===== src/rtl/gps_ubx_parser.sv =====
`default_nettype none
// ============================================================================
// Module   : gps_ubx_parser
// Purpose  : Frames UBX packets from the GPS UART byte stream and checks the
//            Fletcher checksum. Decodes NAV-POSLLH, NAV-VELNED and ACK-ACK/NAK.
// Revision : 1.0 - initial release
// ============================================================================
module gps_ubx_parser #(
   parameter int MAX_LEN = 64
) (
   input  logic        clk,
   input  logic        rst,
   input  logic [7:0]  rx_data,
   input  logic        rx_valid,
   output logic        posllh_valid,
   output logic [31:0] lon,
   output logic [31:0] lat,
   output logic [31:0] hmsl,
   output logic        velned_valid,
   output logic [31:0] vel_n,
   output logic [31:0] vel_e,
   output logic [31:0] vel_d,
   output logic [31:0] gspeed,
   output logic        ack_valid,
   output logic        ack_nak,
   output logic [7:0]  ack_class,
   output logic [7:0]  ack_id,
   output logic        cksum_err,
   output logic        frame_err
);

   localparam logic [3:0] S_SYNC1   = 4'd0;
   localparam logic [3:0] S_SYNC2   = 4'd1;
   localparam logic [3:0] S_CLASS   = 4'd2;
   localparam logic [3:0] S_ID      = 4'd3;
   localparam logic [3:0] S_LEN_L   = 4'd4;
   localparam logic [3:0] S_LEN_H   = 4'd5;
   localparam logic [3:0] S_PAYLOAD = 4'd6;
   localparam logic [3:0] S_CK_A    = 4'd7;
   localparam logic [3:0] S_CK_B    = 4'd8;

   localparam logic [15:0] c_max_len = 16'(MAX_LEN);

   logic [3:0]  r_state;
   logic [3:0]  w_state_nxt;
   logic [7:0]  r_class;
   logic [7:0]  r_id;
   logic [15:0] r_len;
   logic [15:0] r_cnt;
   logic [7:0]  r_ck_a;
   logic [7:0]  r_ck_b;
   logic        r_ok_a;

   logic [31:0] r_sh_lon, r_sh_lat, r_sh_hmsl;
   logic [31:0] r_sh_vn, r_sh_ve, r_sh_vd, r_sh_gs;
   logic [7:0]  r_sh_acls, r_sh_aid;

   logic [15:0] w_len;
   logic [7:0]  w_ck_a_nxt;
   logic [7:0]  w_ck_b_nxt;
   logic [4:0]  w_bsel;
   logic        w_hdr_pos, w_hdr_vel, w_hdr_ack;
   logic        w_frame_err, w_cksum_err, w_ck_good;
   logic        w_commit_pos, w_commit_vel, w_commit_ack;

   assign w_len      = {rx_data, r_len[7:0]};
   assign w_ck_a_nxt = r_ck_a + rx_data;
   assign w_ck_b_nxt = r_ck_b + w_ck_a_nxt;
   // Every captured field starts on a 4-byte boundary, so the low counter bits pick the byte lane.
   assign w_bsel     = {r_cnt[1:0], 3'b000};
   assign w_hdr_pos  = (r_class == 8'h01) && (r_id == 8'h02);
   assign w_hdr_vel  = (r_class == 8'h01) && (r_id == 8'h12);
   assign w_hdr_ack  = (r_class == 8'h05) && ((r_id == 8'h01) || (r_id == 8'h00));

   // State register
   always_ff @(posedge clk) begin
      if (rst) r_state <= S_SYNC1;
      else     r_state <= w_state_nxt;
   end

   // Next-state logic
   always_comb begin
      w_state_nxt = r_state;
      if (rx_valid) begin
         case (r_state)
            S_SYNC1:   if (rx_data == 8'hB5) w_state_nxt = S_SYNC2;
            S_SYNC2: begin
               if (rx_data == 8'h62)      w_state_nxt = S_CLASS;
               else if (rx_data == 8'hB5) w_state_nxt = S_SYNC2;
               else                       w_state_nxt = S_SYNC1;
            end
            S_CLASS:   w_state_nxt = S_ID;
            S_ID:      w_state_nxt = S_LEN_L;
            S_LEN_L:   w_state_nxt = S_LEN_H;
            S_LEN_H: begin
               if (w_len > c_max_len)  w_state_nxt = S_SYNC1;
               else if (w_len == 16'd0) w_state_nxt = S_CK_A;
               else                     w_state_nxt = S_PAYLOAD;
            end
            S_PAYLOAD: if (r_cnt == r_len - 16'd1) w_state_nxt = S_CK_A;
            S_CK_A:    w_state_nxt = S_CK_B;
            S_CK_B:    w_state_nxt = S_SYNC1;
            default:   w_state_nxt = S_SYNC1;
         endcase
      end
   end

   // Output decode: frame-level events seen on the accepting byte
   always_comb begin
      w_frame_err  = rx_valid && (r_state == S_LEN_H) && (w_len > c_max_len);
      w_ck_good    = rx_valid && (r_state == S_CK_B) && r_ok_a && (rx_data == r_ck_b);
      w_cksum_err  = rx_valid && (r_state == S_CK_B) && !(r_ok_a && (rx_data == r_ck_b));
      w_commit_pos = w_ck_good && w_hdr_pos && (r_len == 16'd28);
      w_commit_vel = w_ck_good && w_hdr_vel && (r_len == 16'd36);
      w_commit_ack = w_ck_good && w_hdr_ack && (r_len == 16'd2);
   end

   // Frame datapath: header, checksum, counter and payload shadow
   always_ff @(posedge clk) begin
      if (rst) begin
         r_class   <= 8'h00;
         r_id      <= 8'h00;
         r_len     <= 16'h0000;
         r_cnt     <= 16'h0000;
         r_ck_a    <= 8'h00;
         r_ck_b    <= 8'h00;
         r_ok_a    <= 1'b0;
         r_sh_lon  <= 32'h0;
         r_sh_lat  <= 32'h0;
         r_sh_hmsl <= 32'h0;
         r_sh_vn   <= 32'h0;
         r_sh_ve   <= 32'h0;
         r_sh_vd   <= 32'h0;
         r_sh_gs   <= 32'h0;
         r_sh_acls <= 8'h00;
         r_sh_aid  <= 8'h00;
      end else if (rx_valid) begin
         case (r_state)
            S_SYNC2: if (rx_data == 8'h62) begin
               r_ck_a <= 8'h00;
               r_ck_b <= 8'h00;
            end
            S_CLASS, S_ID, S_LEN_L, S_LEN_H, S_PAYLOAD: begin
               r_ck_a <= w_ck_a_nxt;
               r_ck_b <= w_ck_b_nxt;
               if (r_state == S_CLASS) r_class <= rx_data;
               if (r_state == S_ID)    r_id    <= rx_data;
               if (r_state == S_LEN_L) r_len   <= {8'h00, rx_data};
               if (r_state == S_LEN_H) begin
                  r_len <= w_len;
                  r_cnt <= 16'h0000;
               end
               if (r_state == S_PAYLOAD) begin
                  r_cnt <= r_cnt + 16'd1;
                  if (w_hdr_pos) begin
                     case (r_cnt[15:2])
                        14'd1:   r_sh_lon[w_bsel +: 8]  <= rx_data;
                        14'd2:   r_sh_lat[w_bsel +: 8]  <= rx_data;
                        14'd4:   r_sh_hmsl[w_bsel +: 8] <= rx_data;
                        default: ;
                     endcase
                  end
                  if (w_hdr_vel) begin
                     case (r_cnt[15:2])
                        14'd1:   r_sh_vn[w_bsel +: 8] <= rx_data;
                        14'd2:   r_sh_ve[w_bsel +: 8] <= rx_data;
                        14'd3:   r_sh_vd[w_bsel +: 8] <= rx_data;
                        14'd5:   r_sh_gs[w_bsel +: 8] <= rx_data;
                        default: ;
                     endcase
                  end
                  if (w_hdr_ack && (r_cnt == 16'd0)) r_sh_acls <= rx_data;
                  if (w_hdr_ack && (r_cnt == 16'd1)) r_sh_aid  <= rx_data;
               end
            end
            S_CK_A:  r_ok_a <= (rx_data == r_ck_a);
            default: ;
         endcase
      end
   end

   // Committed outputs and one-cycle strobes
   always_ff @(posedge clk) begin
      if (rst) begin
         posllh_valid <= 1'b0;
         velned_valid <= 1'b0;
         ack_valid    <= 1'b0;
         cksum_err    <= 1'b0;
         frame_err    <= 1'b0;
         lon          <= 32'h0;
         lat          <= 32'h0;
         hmsl         <= 32'h0;
         vel_n        <= 32'h0;
         vel_e        <= 32'h0;
         vel_d        <= 32'h0;
         gspeed       <= 32'h0;
         ack_nak      <= 1'b0;
         ack_class    <= 8'h00;
         ack_id       <= 8'h00;
      end else begin
         posllh_valid <= w_commit_pos;
         velned_valid <= w_commit_vel;
         ack_valid    <= w_commit_ack;
         cksum_err    <= w_cksum_err;
         frame_err    <= w_frame_err;
         if (w_commit_pos) begin
            lon  <= r_sh_lon;
            lat  <= r_sh_lat;
            hmsl <= r_sh_hmsl;
         end
         if (w_commit_vel) begin
            vel_n  <= r_sh_vn;
            vel_e  <= r_sh_ve;
            vel_d  <= r_sh_vd;
            gspeed <= r_sh_gs;
         end
         if (w_commit_ack) begin
            ack_nak   <= (r_id == 8'h00);
            ack_class <= r_sh_acls;
            ack_id    <= r_sh_aid;
         end
      end
   end

endmodule
`default_nettype wire


===== config.mk =====
export PLATFORM = sky130hd
export DESIGN_NAME = gps_ubx_parser
export DESIGN_NICKNAME = d
export VERILOG_FILES = /design/src/rtl/gps_ubx_parser.sv
export SDC_FILE = /design/constraint.sdc
export NUM_CORES = 1
export LEC_CHECK = 0
export ABC_AREA = 1
export BUFFER_PORTS_ARGS = -buffer_cell sky130_fd_sc_hd__buf_2
export CORE_MARGIN = 10
export CORE_UTILIZATION = 50
export CTS_BUF_LIST = sky130_fd_sc_hd__clkbuf_2
export DETAILED_ROUTE_END_ITERATION = 7
export GPL_TIMING_DRIVEN = 0
export PLACE_DENSITY = 0.69
export SLEW_MARGIN = 15
export SYNTH_ARGS = -nofsm -noshare
export SYNTH_HDL_FRONTEND = slang
export SYNTH_SLANG_ARGS = --single-unit

===== constraint.sdc =====
create_clock -name clk -period 2.78 [get_ports clk]
set_input_delay 0 -clock clk [delete_from_list [all_inputs] [get_ports clk]]
set_output_delay 0 -clock clk [all_outputs]
set_load 0.1 [all_outputs]

Word level (Yosys, flattened, before mapping). Index checks and enable logic that the tools add are counted.

Logic and storage cells: 138. Register bits after elaboration: 555. Output and inout bits: 246. Memories kept: 0. RAM bits: 0. Bits in read-only memories: 0. Bits in latches: 0.

Reduce and logical (&&, ||, !) cells: 45. $add $sub $neg: 5. Divide/modulo/power cells: 0. Magnitude comparators: 1. Bitwise operators: 1. Shifts and indexed selects: 2. Equal/unequal tests: 30. Multiply operators: 0. Multiplexer cells: 21.

Operator list (count): bitwise mux 32 bit (7); two-way mux 16 bit (4); AND reduction 5 bit (7); logical NOT 16 bit (2); one-hot mux 4 bit (8 select lines) (1); one-hot mux 8 bit (2 select lines) (2); variable shift 8 x 7 -> 32 bit (first input constant) (1); indexed part select 8 x 7 -> 32 bit (1); equality test 14 x 2 -> 1 bit (second input constant) (2); equality test 14 x 3 -> 1 bit (second input constant) (2); logical AND 1 bit (18); AND reduction 3 bit (6); adder 16 x 1 -> 16 bit (second input constant) (1); adder 8 bit (2); equality test 16 x 1 -> 1 bit (second input constant) (1); equality test 16 bit (1); equality test 16 x 2 -> 1 bit (second input constant) (1); equality test 16 x 5 -> 1 bit (second input constant) (1); equality test 16 x 6 -> 1 bit (second input constant) (1); equality test 4 x 3 -> 1 bit (second input constant) (4); equality test 8 x 1 -> 1 bit (second input constant) (2); equality test 8 bit (2); > comparator 16 x 7 -> 1 bit (second input constant) (1); subtractor 16 x 1 -> 16 bit (second input constant) (1); 25 further kinds (34).

Depth between registers and ports, before layout. Gate-level depths: netlist (run 1).

Word-level depth: 6. Gate-level depth with buffers: 16. Depth with buffers taken out: 16.

Least setup slack after synthesis (run 1). No wires, ideal clock.

Kind: flip-flop to flip-flop. Start: reg r_ck_a[0]. End: reg r_ck_b[7]. Data required time: 2648 ps. Setup time: 132 ps. Stages on the path, launching flop included: 16. Arrival time: 2299 ps. Slack: 349 ps. Clock period less this slack: 2431 ps. Cell sequence: dfxtp_1 ha_1 fa_1 nand3_1 nand3_1 nand2_1 nand2_1 a21oi_1 xnor2_1 ha_1 a21oi_1 o21ai_0 a31oi_1 nand3_1 nand3_1 a21oi_1.

Cells in the longest elaborated chain, start to end: 3.

Ends and longest elaborated chain: start, declared (line 50) `logic [7:0] r_ck_a;`; start signal, assigned (line 144) `r_ck_a <= w_ck_a_nxt;`; adder 8 bit (line 67) `assign w_ck_a_nxt = r_ck_a + rx_data;`; adder 8 bit (line 68) `assign w_ck_b_nxt = r_ck_b + w_ck_a_nxt;`; one-hot mux 8 bit (2 select lines) (line 138) `case (r_state)`; end signal, assigned (line 145) `r_ck_b <= w_ck_b_nxt;`; end, declared (line 51) `logic [7:0] r_ck_b;`.

No other way between the ends. A chain may end at the register's enable or synchronous reset.

Worst setup path after layout (run 1).
Start: reg r_cnt[0]. End: reg r_sh_lon[6].

Cells in the longest elaborated chain, start to end: 3. Elaborated cells between the ends (all ways): 4. Classes of those cells: add/sub (1); shift (2); mux (1).

Ends and longest elaborated chain: start, declared (line 49) `logic [15:0] r_cnt;`; start signal, assigned (line 154) `r_cnt <= r_cnt + 16'd1;`; negation 5 -> 7 bit (*) (line 157) `14'd1: r_sh_lon[w_bsel +: 8] <= rx_data;`; indexed part select 8 x 7 -> 32 bit / variable shift 8 x 7 -> 32 bit (equally long branches) (line 157); bitwise mux 32 bit (*) (line 157); end signal, assigned by index (line 157); end, declared (line 54) `logic [31:0] r_sh_lon, r_sh_lat, r_sh_hmsl;`.

Mark *: on every way between the ends. The rest lies on a longest branch, timed or not.

==> results of run 1 <==
## worst max-delay path: stages, from the launching register on
cell	delay, ps
dfxtp_1	370
buf_2	240
inv_1	150
ha_1	380
inv_1	130
nand2_1	260
nor2_1	920
nand2_1	160
a21oi_1	170
## cells in the mapped netlist, types with 3 or more instances
library cell | number | area (µm²)
o21ai_1 | 3 | 15.0
nor3_1 | 250 | 1250
buf_4 | 10 | 75.1
nor3b_1 | 3 | 22.5
nand3_1 | 66 | 330
inv_1 | 208 | 781
nor4_1 | 6 | 37.5
a211oi_1 | 3 | 22.5
or2_2 | 15 | 93.8
nand3b_1 | 5 | 37.5
nand2_1 | 219 | 822
ha_1 | 20 | 250
inv_2 | 12 | 45.0
nor2_1 | 479 | 1800
dfxtp_1 | 555 | 11100
buf_2 | 69 | 345
nand2_2 | 7 | 43.8
nand4_1 | 28 | 175
nor3_2 | 3 | 30.0
clkbuf_1 | 93 | 349
nand3_2 | 4 | 40.0
xor2_1 | 14 | 123
o21ai_0 | 278 | 1390
xnor2_1 | 13 | 114
a21oi_1 | 471 | 2360
nor2_2 | 16 | 100
## per-layer routing
layer / wire length (µm) / vias up / track usage (%)
met5: 0 / - / 0
met2: 37000 / 1028 / 46.6
met4: 3370 / 0 / 14.0
met1: 31300 / 10262 / 34.3
met3: 7100 / 243 / 7.56
li1: - / 10569 / -
## through the flow
step           cell area [µm²]  cells
2_1_floorplan            22000   2871
3_3_place_gp             24000   3710
3_5_place_dp             24000   3712
4_1_cts                  25600   3977
5_1_grt                  25800   3991
6_report                 25800   3991
## cell usage in the layout, fill, tap and decap left out, drive strengths merged, types with 31 or more instances in the layout
cell,instances
dfxtp,555
nor2,497
a21oi,471
buf,349
clkbuf,292
o21ai,281
nor3,253
inv,228
nand2,226
nand3,70
dlygate4sd3,31
## power groups by stage
| stage | logic [mW] | clock network, mW | registers, mW |
|---|---|---|---|
| after floorplan | 1.77 | 0 | 8.42 |
| after global routing | 2.86 | 6.09 | 8.29 |
| after detailed placement | 2.37 | 0 | 8.45 |
| after global placement | 2.29 | 0 | 8.44 |
| final | 2.56 | 5.60 | 8.27 |
| after CTS | 2.42 | 5.67 | 8.26 |
## kinds of logic after synthesis
family	after synthesis	share of synthesized area [%]
flops	555	50.6
xor+xnor	27	1.08
simple gates	1108	22.2
fa+ha+maj	22	1.32
compound gates	763	17.5
buf+inv	396	7.33
## worst paths after layout
kind	from	endpoint	slack, ps	cells past startpoint
min reg2reg	r_sh_gs[2]	r_sh_gs[2]	450	2
min	rst	gspeed[20]	180	4
max	r_cnt[0]	r_sh_lon[6]	-80	8
max reg2reg	r_cnt[0]	r_sh_lon[6]	-80	8
## state kept, by name, indices dropped and copies added, names as in the netlist, 16 cells and up
name,count
vel_n,32
vel_d,32
r_sh_vn,32
r_len,16
gspeed,32
r_cnt,16
r_sh_vd,32
r_sh_ve,32
lat,32
hmsl,32
vel_e,32
lon,32
r_sh_hmsl,32
r_sh_gs,32
r_sh_lat,32
r_sh_lon,32
## final cells by class
class	instances	share of cell area (%)
clock inverter	35	0.940
multi-input combinational	1920	36.5
buffer	174	3.04
antenna	2	0.0194
clock buffer	199	3.86
sequential	555	43.0
tap	585	2.83
timing repair buffer	299	6.59
inverter	222	3.23
## what timing repair did
action                                  in CTS  in global routing
endpoints found under the setup margin      70                145
hold buffers                                31                  0
pin swaps                                    0                 10
buffers inserted                             0                 12
endpoints found under the hold margin      545                  0
gates resized for setup                      4                 40
==> results.md, run 1 <==
- Mean Syn Cell Area: between 7 and 8 µm²
- Seq. cell area: 11100 µm²
- Unrepaired setup endpoints after global routing: yes
- Post-Route Utilization: between 50% and 60%
- CP arrival: a little over 4000 ps
- Post-layout min period: 2860 ps
- FP Rows: 76
- Vias in the first global route: between 20000 and 25000
- DRC errors left: 1
- Syn Inst Count: ~2900
- Total power: about 16 mW
- Die height: approximately 230 µm
- Clk pwr share: around 34%
- Max-cap viol count: 0
- Final wirelength: just under 80 mm
- Clk_lat worst skew: 1330 ps
- Asr flop ratio synth: 0%
- Pin count of the biggest net entering global routing: 17
- Final TNS setup: -368 ps
- Clock Sinks: 555
- Routed Antenna Nets: 0
- Primary FF master, synth: dfxtp_1
- Setup ws final: -75.9 ps
- First DRT Iteration DRCs: 2478
- Area Overhead vs Synth: 17.6%
- Leakage: between 10 and 15 nW
- Worst hold slack: 178 ps
- Fillcell total: roughly 4000
- Sw Ratio: 31.8%
- Layout cell share with drive strength beyond 1: a little under a fifth
- Synthesized area: around 22000 µm²
- I/O Buffers: approximately 250
- Root buffer cell: clkbuf_2
- CTS Buffer Depth: 3
- Number of flops mapped to enable cells by yosys: 0
- Sequential Power Share: about 50%
- Flops & latches, synth: about 560
- CTS tree: done
- Peak VDD IR: between 0.3 and 0.4 mV
- DR vias: about 22000
- Reg clk slew, reported paths: roughly 100 ps
- Combinational power share: about 16%
- Failing checks: DRC, setup timing
- CP required: ~4000 ps
- Global Route Usage Sum: between 20% and 30%
- Wirelength per Cell: 19.7 µm
- Multi-input logic area: between 9000 and 10000 µm²
- DIE WIDTH: between 200 and 250 µm
- Endpoints failing hold: 0
- Final setup violation count: 12
- Critical Path Fanout Max: 10
- TritonCTS Buffers: roughly 140
- Die area: 52700 µm²
- Worst Hold Class: in -> reg
- Syn nets: around 2900
- Final Skew: slightly below 70 ps
- DP Wirelength: approximately 57 mm
- Worst Setup Path Type: reg -> reg
- Initial DRT Pass Iterations: 8
- Cell Pwr Density: between 600 and 700 nW/µm²
- Seq/Total Area, Yosys: between 50 and 60%
- Slew Limit Fails: 0
- Final period utilization: 103%
- Slew headroom: about 18%
- Critical Path Sink Type: flop
- Starting density of the core: 50.8%
- CTS H-tree depth: 4
- Fmax: roughly 350 MHz
- Status: finished, violations left
- First-pass GRT wire length: approximately 120 mm
- Nets: between 3000 and 4000
- Initial antenna violation count: 2
- Via-to-Cell Ratio: between 5 and 6
- Yosys cell types: 39
- Ports: between 200 and 300
- Actual slew at the worst max-slew pin: between 1000 and 1500 ps
- NetSw: 5.22 mW
- Total global routing overflow: 0
- Synth warn: 0
- Core area: between 40000 and 50000 µm²
- Dpl ws: -495 ps
- Internal power: 11.2 mW
- Type of origin of the critical path: flop
- Gpl congestion: 0.971
(Power assumes the default switching activity.)
==> run 2, diff against run 1 <==
PLACE_DENSITY = 0.72   (was 0.69)
clock period = 2.5 ns   (was 2.78 ns; I/O delays follow)
==> run 2 against run 1 <==
Net effect: the flow finishes with violations (setup timing); routed wire length is 1.8% higher; first-iteration DRC count is 1.3% higher; maximum frequency is 11% higher; clock skew is 55 ps higher; critical endpoint is now r_sh_vd[20]; critical path type unchanged; global-route usage is 0.085 points lower; hold slack worse by 60 ps.
==> results.md, run 2 (synthesized netlist as in run 1, its figures left out) <==
- Status: finished, violations left
- Failing checks: setup timing
- First-pass GRT wire length: 118 mm (+0.32%)
- Initial DRT Pass Iterations: 7 (-1)
- Total global routing overflow: 0 (unchanged)
- Total power: 18.3 mW (+12%)
- Worst Setup Path Type: reg -> reg
- Clock Sinks: 555 (unchanged)
- Reg2reg end: r_sh_vd[20]
- Post-Route Utilization: 61.5% (+1.8 points)
- FF-to-FF path depth: 11 (+3)
- CP arrival: 3620 ps (-460 ps)
- Leakage: 12.1 nW (+2.7%)
- Pin count of the biggest net entering global routing: 17 (unchanged)
- Setup crit start: r_cnt[0]
- Placed Area: 24000 µm² (about the same)
- Most frequent cells in the layout: dfxtp_1 (553), a21oi_1 (466), nor2_1 (447)
- DRC errors left: 0 (-1)
- Internal power: 12.4 mW (+11%)
- Fillcell total: 3925 (-2.8%)
- Critical Path Sink Type: flop
- Starting density of the core: 50.8% (unchanged)
- Worst Hold Class: in -> reg
- DR vias: 22541 (+2.0%)
- Via-to-Cell Ratio: 5.59 (+1.0%)
- Max-cap viol count: 0 (unchanged)
- Clk_lat worst skew: 1180 ps (-150 ps)
- Final setup violation count: 19 (+7)
- Slew headroom: 24.7% (+7.1 points)
- First DRT Iteration DRCs: 2511 (+1.3%)
- Gpl congestion: 0.977 (+0.55%)
- Die area: 52700 µm² (unchanged)
- Endpoints failing hold: 0 (unchanged)
- Root buffer cell: clkbuf_2
- Nets: 3385 (+1.1%)
- Ports: 257 (unchanged)
- Type of origin of the critical path: flop
- Final period utilization: 103% (+0.37 points)
- Commonest non-fill, non-tap cell in the layout: dfxtp_1
- FP Rows: 76 (unchanged)
- Reg clk slew, reported paths: 130 ps (+30 ps)
- CTS tree: done
- Clk pwr share: 32.1% (-2.0 points)
- Routed Antenna Nets: 0 (unchanged)
- CP endpoint: r_sh_vd[20]
- Setup slack, reg-to-reg: -80 ps (about the same)
- Fmax: 388 MHz (+11%)
- Combinational power share: 17.6% (+2.0 points)
- Actual slew at the worst max-slew pin: 1130 ps (-96.6 ps)
- CP required: 3540 ps (-470 ps)
- Peak VDD IR: 0.514 mV (+42%)
- CTS Buffer Depth: 3 (unchanged)
- DP Wirelength: 57.1 mm (-0.36%)
- Core area: 43300 µm² (unchanged)
- Slew Limit Fails: 0 (unchanged)
- Vias in the first global route: 21266 (+1.5%)
- Fin area: 26600 µm² (+3.1%)
- I/O Buffers: 254 (unchanged)
- NetSw: 5.88 mW (+13%)
- CTS H-tree depth: 4 (unchanged)
- Layout cell share with drive strength beyond 1: 22.5% (+3.4 points)
- Cell Pwr Density: 688 nW/µm² (+8.2%)
- Initial antenna violation count: 2 (unchanged)
- Final wirelength: 80.1 mm (+1.8%)
- Global Route Usage Sum: 28.5% (-0.085 points)
- TritonCTS Buffers: 139 (-2.8%)
- Wirelength per Cell: 19.9 µm (+0.78%)
- Unrepaired setup endpoints after global routing: yes
- Setup ws final: -77.4 ps (-1.50 ps)
- Critical Path Fanout Max: 9 (-1)
- Reg2reg start: r_cnt[0]
- Final Skew: 124 ps (+55.2 ps)
- DIE WIDTH: 230 µm (unchanged)
- Sequential Power Share: 50.3% (about the same)
- Die height: 230 µm (unchanged)
- Post-layout min period: 2580 ps (-279 ps)
- Area Overhead vs Synth: 21.2%
- Sw Ratio: 32.1% (+0.34 points)
==> run 2: cell count changes in the layout (fill, tap and decap cells not counted), sizes merged <==
cell and change:
clkinvlp +2, bufinv -3, clkbuf +8, dlygate4sd3 -6
buf +43, clkinv -2, dlymetal6s4s +2, diode -1
inv -4
==> run 2: worst min path at each step <==
| stage | startpoint | endpoint | slack, ps | cells past startpoint |
|---|---|---|---|---|
| after global routing | rx_data[3] | r_sh_hmsl[27] | 110 | 6 |
| after floorplan | rx_data[3] | r_len[11] | 150 | 2 |
| after global placement | rx_data[0] | r_len[8] | 360 | 3 |
| final | rx_data[3] | r_sh_gs[27] | 120 | 6 |
| after CTS | rx_data[7] | r_state[0] | 20 | 8 |
| after detailed placement | rx_data[0] | r_len[8] | 370 | 3 |
==> run 2: layer usage <==
metal | share of wire (%) | track usage, %
met5 | 0.0087 | 0
met4 | 5.4 | 17.0
met3 | 9.4 | 6.63
met2 | 47 | 46.7
met1 | 38 | 33.5
==> run 2: cell type report <==
type,instances,area (µm²),share of cell area (%)
clock inverters,28,134,0.503
clock buffers,205,1030,3.85
diodes,1,2.50,0.00940
plain buffers,172,837,3.14
repair buffers,342,2060,7.75
flip-flops and latches,555,11100,41.7
inverters,222,855,3.21
well taps,585,732,2.75
multi-input cells,1920,9860,37.0
==> run 2: critical path: stages, from the launching register on <==
cell	delay, ps
dfxtp_2	380
buf_6	170
clkinvlp_4	180
ha_4	330
inv_1	130
nor2_2	160
inv_2	110
buf_12	150
nor3_4	340
buf_6	210
o21ai_0	110
a21oi_1	140
==> run 2: power by group through the flow <==
stage	Clock (mW)	Combinational, mW	Sequential [mW]
floorplan	0	1.97	9.36
global placement	0	2.55	9.38
detailed placement	0	2.61	9.39
CTS	5.92	2.79	9.19
global route	6.37	3.57	9.23
finish	5.88	3.23	9.21
==> run 2: what timing repair did <==
| item | CTS | global route |
|---|---|---|
| gates resized for setup | 51 | 142 |
| hold buffers | 28 | 0 |
| endpoints found under the setup margin | 257 | 460 |
| setup buffers | 30 | 29 |
| pin swaps | 15 | 22 |
| hold endpoints to repair | 341 | 0 |
==> run 2: through the flow <==
stage / setup slack, ps / TNS, ps / cells / hold slack, ps
2_1_floorplan: 68.9 / 0 / 2871 / 149
6_report: -77.4 / -627 / 4030 / 118
3_3_place_gp: -893 / -53620 / 3710 / 362
3_5_place_dp: -750 / -45690 / 3712 / 368
4_1_cts: -175 / -3130 / 4003 / 21.6
5_1_grt: -263 / -1140 / 4030 / 106
